===== src/rtl/fsm_parity_framer.sv =====
// -----------------------------------------------------------------------------
// fsm_parity_framer
//
// Serial parity generator. Accepts one data bit per qualified clock, groups the
// bits into frames of FRAME_LEN and emits one even/odd parity bit per completed
// frame together with a one-cycle valid strobe. Frames can run back to back at
// one bit per cycle with no bubble.
//
// Optional feature (compile-time macro PARITY_CHECK_EN):
//   Each frame is followed by one received parity bit, taken in the CHECK
//   state. out_parity still carries the computed parity; chk_err pulses with
//   out_valid when the received bit disagrees. Without the macro there is no
//   CHECK state and chk_err is tied low.
//
// Parameters:
//   FRAME_LEN   data bits per frame (1..255)
//   CNT_W       width of bit_count, derived from FRAME_LEN
//
// Ports:
//   clk         rising-edge clock
//   reset       asynchronous active-high reset
//   in_valid    qualifies in_bit this cycle
//   in_bit      serial data bit
//   odd_mode    0 = even, 1 = odd parity; latched on first bit of a frame
//   clear       synchronous frame abort, wins over in_valid
//   out_valid   one-cycle strobe, frame complete
//   out_parity  parity of last completed frame, held until next strobe
//   bit_count   bits accepted in the current frame
//   busy        high while a frame is partially received
//   chk_err     received parity mismatch strobe (macro build only)
// -----------------------------------------------------------------------------
module fsm_parity_framer #(
  parameter int unsigned FRAME_LEN = 3,
  localparam int unsigned CNT_W = $clog2(FRAME_LEN + 2)
) (
  input  logic             clk,
  input  logic             reset,
  input  logic             in_valid,
  input  logic             in_bit,
  input  logic             odd_mode,
  input  logic             clear,
  output logic             out_valid,
  output logic             out_parity,
  output logic [CNT_W-1:0] bit_count,
  output logic             busy,
  output logic             chk_err
);

  localparam logic [1:0] ST_IDLE  = 2'd0;
  localparam logic [1:0] ST_ACCUM = 2'd1;
`ifdef PARITY_CHECK_EN
  localparam logic [1:0] ST_CHECK = 2'd2;
`endif

  localparam logic [CNT_W-1:0] LAST_CNT = CNT_W'(FRAME_LEN);

  // State registers
  logic [1:0]       r_state;
  logic [CNT_W-1:0] r_cnt;
  logic             r_acc;   // running XOR of accepted data bits
  logic             r_mode;  // parity mode latched at frame start
  logic             r_out_valid;
  logic             r_out_parity;

  // Next-state values
  logic [1:0]       w_state_nxt;
  logic [CNT_W-1:0] w_cnt_nxt;
  logic             w_acc_nxt;
  logic             w_mode_nxt;
  logic             w_out_valid_nxt;
  logic             w_out_parity_nxt;
  logic [CNT_W-1:0] w_cnt_inc;
  logic             w_frame_done;

`ifdef PARITY_CHECK_EN
  logic r_chk_err;
  logic w_chk_err_nxt;
`endif

  assign w_cnt_inc = r_cnt + CNT_W'(1);

  always_comb begin
    w_state_nxt      = r_state;
    w_cnt_nxt        = r_cnt;
    w_acc_nxt        = r_acc;
    w_mode_nxt       = r_mode;
    w_out_valid_nxt  = 1'b0;
    w_out_parity_nxt = r_out_parity;
    w_frame_done     = 1'b0;
`ifdef PARITY_CHECK_EN
    w_chk_err_nxt    = 1'b0;
`endif

    if (clear) begin
      // Abort discards the partial frame silently.
      w_state_nxt = ST_IDLE;
      w_cnt_nxt   = '0;
      w_acc_nxt   = 1'b0;
    end else if (in_valid) begin
      case (r_state)
        ST_IDLE: begin
          w_acc_nxt   = in_bit;
          w_mode_nxt  = odd_mode;
          w_cnt_nxt   = CNT_W'(1);
          w_state_nxt = ST_ACCUM;
          if (FRAME_LEN == 1) w_frame_done = 1'b1;
        end
        ST_ACCUM: begin
          w_acc_nxt = r_acc ^ in_bit;
          w_cnt_nxt = w_cnt_inc;
          if (w_cnt_inc == LAST_CNT) w_frame_done = 1'b1;
        end
`ifdef PARITY_CHECK_EN
        ST_CHECK: begin
          // in_bit is the received parity bit for the frame just collected.
          w_out_valid_nxt  = 1'b1;
          w_out_parity_nxt = r_acc ^ r_mode;
          w_chk_err_nxt    = in_bit ^ r_acc ^ r_mode;
          w_state_nxt      = ST_IDLE;
          w_cnt_nxt        = '0;
          w_acc_nxt        = 1'b0;
        end
`endif
        default: begin
          w_state_nxt = ST_IDLE;
          w_cnt_nxt   = '0;
          w_acc_nxt   = 1'b0;
        end
      endcase

      if (w_frame_done) begin
`ifdef PARITY_CHECK_EN
        // Hold all data bits; bit_count stays at FRAME_LEN while waiting.
        w_state_nxt = ST_CHECK;
`else
        w_out_valid_nxt  = 1'b1;
        w_out_parity_nxt = w_acc_nxt ^ w_mode_nxt;
        w_state_nxt      = ST_IDLE;
        w_cnt_nxt        = '0;
        w_acc_nxt        = 1'b0;
`endif
      end
    end
  end

  always_ff @(posedge clk or posedge reset) begin
    if (reset) begin
      r_state      <= ST_IDLE;
      r_cnt        <= '0;
      r_acc        <= 1'b0;
      r_mode       <= 1'b0;
      r_out_valid  <= 1'b0;
      r_out_parity <= 1'b0;
    end else begin
      r_state      <= w_state_nxt;
      r_cnt        <= w_cnt_nxt;
      r_acc        <= w_acc_nxt;
      r_mode       <= w_mode_nxt;
      r_out_valid  <= w_out_valid_nxt;
      r_out_parity <= w_out_parity_nxt;
    end
  end

`ifdef PARITY_CHECK_EN
  always_ff @(posedge clk or posedge reset) begin
    if (reset) begin
      r_chk_err <= 1'b0;
    end else begin
      r_chk_err <= w_chk_err_nxt;
    end
  end

  assign chk_err = r_chk_err;
`else
  assign chk_err = 1'b0;
`endif

  assign out_valid  = r_out_valid;
  assign out_parity = r_out_parity;
  assign bit_count  = r_cnt;
  assign busy       = (r_state != ST_IDLE);

endmodule


===== config.mk =====
export PLATFORM = sky130hd
export DESIGN_NAME = fsm_parity_framer
export DESIGN_NICKNAME = d
export VERILOG_FILES = /design/src/rtl/fsm_parity_framer.sv
export SDC_FILE = /design/constraint.sdc
export NUM_CORES = 1
export LEC_CHECK = 0
export ABC_AREA = 1
export CAP_MARGIN = 10
export CORE_AREA = 2 2 39 41
export CTS_CLUSTER_SIZE = 16
export DETAILED_ROUTE_END_ITERATION = 12
export DIE_AREA = 0 0 41 43
export SLEW_MARGIN = 25
export SYNTH_ARGS = -nofsm -noshare
export SYNTH_HDL_FRONTEND = slang
export SYNTH_SLANG_ARGS = --single-unit

===== constraint.sdc =====
create_clock -name clk -period 1.9 [get_ports clk]
set_clock_uncertainty 0.2 [all_clocks]
set_input_delay 0.38 -clock clk [delete_from_list [all_inputs] [get_ports clk]]
set_output_delay 0.38 -clock clk [all_outputs]
set_load 0.01 [all_outputs]

==> results.yml, run 1 <==
status:
  status: "complete, no violations"
hold_path:
  hold_class: "input pin to asynchronous set/reset pin"
setup_path:
  path_delay_family: "buffers and inverters"
  cp_data_required_time_ps: 1320
  cp_max_fo: 8
  worst_setup_path_start_kind: "flop"
  r2r_setup_slack_ps: 440
  crit_slowest_cell: "clkdlybuf4s50_1"
  cp_cell_sequence: "clkdlybuf4s50_1"
  cp-end-kind: "output port"
  critPathBufInv: 1
  cp.arrival_ps: 1240
  slowest_delay_ps: 560
  critPathKind: "flop to output port"
final_layout:
  final_cell_mix: "nand2_1, clkdlybuf4s50_1, inv_1"
  nets: 83
  synthToLayoutAreaGrowth_pct: 33.14
  layout_commonest_cell: "nand2_1"
  diodes: 0
  final_area_um2: 588.1
  drive_gt1_share_pct: 12.33
clock_tree:
  clk_pin_slew_ps: 50
  cts.root.buffer_cell: "clkbuf_4"
  cts_tree: "built"
  htree_levels: 1
  numCtsBuffers: 3
  cts_buffer_depth: 2
  clkSinkCount: 8
  post_cts_buffers: 0
  worstSkewPairLatency_ps: 250
  hold_buffers: 0
sta:
  rsz0062_at_grt: "false"
  setup_viol: 0
  finalSetupTns_ps: 0
  drv_slew: 0
  min_period_over_period_pct: 95.78
  post-route-min-period_ps: 1820
  finalHoldWorstSlack_ps: 173.7
  finalHoldViolations: 0
  max_freq_mhz: 549.5
die:
  io_pins: 13
  dieArea_um2: 1763
  die_w_um: 41
  die_y_um: 43
  num_rows: 14
  coreArea_um2: 1384
  start_util_pct: 31.92
synthesis:
  synthesis.nets: 68
  ys_ff_latch: 8
  synth.cell_area_um2: 441.7
  avgSynthCellArea_um2: 7.361
  synth.area.top_cells: "dfrtp_1, nand2_1, inv_1, ha_1, nand3_1"
  yosys.area.top_type: "dfrtp_1"
  synth_top_area_share_pct: 45.33
  synthCells: 60
  synth_cell_types: 15
  ys_seq_area_share_pct: 45.33
  ys_warn_count: 0
global_routing:
  grt_usage_pct: 12.04
  grt_max_degree: 9
  grt_pass1_vias: 377
  grt-ovfl-total: 0
  grt_pass1_wl_um: 1428
  antenna_found_initial: 0
power_and_ir_drop:
  powerDensity_nw_per_um2: 646.0
  irDropWorstVdd_v: 0.0002178
  leakage_nw: 0.3028
run:
  cap_violations: 0
route:
  wire_per_inst_um: 9.067
  firstDrtPassIters: 4
  num_vias: 398
  drt-initial-drc-count: 6
  routed_wirelength_um: 807
  drcViolationCount: 0
  ant_nets: 0
  vias_per_cell: 4.472
placed_design:
  hpwl_um: 639.9
  gp_congestion: 0.7636
  numPortBuffers: 11
  dpl_cell_area_um2: 564.3
==> cell usage after synthesis <==
cell type and n:
buf_4 1, conb_1 1, o21ai_0 2, inv_2 2
nor2_1 2, o22ai_1 1, nor2_4 1, nand2_1 24
ha_1 2, dfrtp_1 8, inv_1 8, nand2_2 1
a21oi_1 1, nor2_2 1, nand3_1 5
==> stage by stage <==
step	utilization [%]	setup slack, ps	total power (W)	instances
floorplan	-	491.2	0.0002278	60
global placement	40.78	185.4	0.0002556	86
detailed placement	40.78	187.0	0.0002556	86
CTS	42.50	68.61	0.0003839	89
finish	42.50	80.12	0.0003799	89
global route	42.50	17.22	0.0004035	89
==> worst paths after layout <==
kind,start,endpoint,cells after the start
worst max-delay path,r_state[0]$_DFFE_PP0P_,busy,1
worst min-delay path,reset,r_acc$_DFFE_PP0P_,2
worst max register to register,bit_count[0]$_DFFE_PP0P_,out_parity$_DFFE_PP0P_,7
worst min register to register,r_acc$_DFFE_PP0P_,r_acc$_DFFE_PP0P_,2
max in group asynchronous,reset,r_state[0]$_DFFE_PP0P_,2
min in group clk,r_acc$_DFFE_PP0P_,r_acc$_DFFE_PP0P_,2
==> report_power, final <==
part	internal [W]	total, W	switching, W
Clock	0.0000721	0.000128	0.0000557
Combinational	0.0000303	0.0000620	0.0000316
Sequential	0.000181	0.000190	0.00000940
Total	0.000283	0.000380	0.0000967
==> layout make-up <==
class / instances / area (µm²)
inverters: 10 / 37.54
repair buffers: 11 / 110.1
multi-input cells: 41 / 196.4
flip-flops and latches: 8 / 201.4
well taps: 16 / 20.02
clock buffers: 3 / 22.52
fillers: 160 / 795.8
==> sequential cells by signal (all words and copies together) (netlist names) <==
signal / flops
out_valid: 1
r_state: 1
out_parity: 1
r_acc: 1
r_mode: 1
bit_count: 3
==> what timing repair did <==
action | CTS | global route
resized for setup | 1 | 0
setup endpoints to repair | 1 | 0
hold endpoints to repair | 0 | 0
==> per-layer routing <==
| metal | part of all wire, % | global-route usage [%] |
|---|---|---|
| met5 | 0 | 0 |
| met1 | 45 | 14.19 |
| met3 | 2.2 | 1.571 |
| met4 | 2.1 | 10.00 |
| met2 | 51 | 18.13 |
==> kinds of logic (layout without fill, tap and decap cells) <==
| logic type | after synthesis | in the layout | share of synthesized area [%] |
|---|---|---|---|
| AOI/OAI and AO/OA | 4 | 4 | 4.816 |
| DFF | 8 | 8 | 45.33 |
| and+or+nand+nor | 34 | 34 | 33.15 |
| other | 1 | 1 | 0.8490 |
| adders and majority gates | 2 | 2 | 5.665 |
| buffers and inverters | 11 | 24 | 10.20 |
Note: power is estimated with default switching activity, not from simulation.
==> run 2: changes to the inputs <==
- HOLD_SLACK_MARGIN: default -> 0.05
- TNS_END_PERCENT: default -> 10
==> results of run 2 <==
Same layout as run 1: the final DEF is identical, and so are final timing and power.
==> run 3: changes to the inputs <==
- TNS_END_PERCENT: 10 -> 100
==> results of run 3 <==
Same layout as run 1: the final DEF is identical, and so are final timing and power.
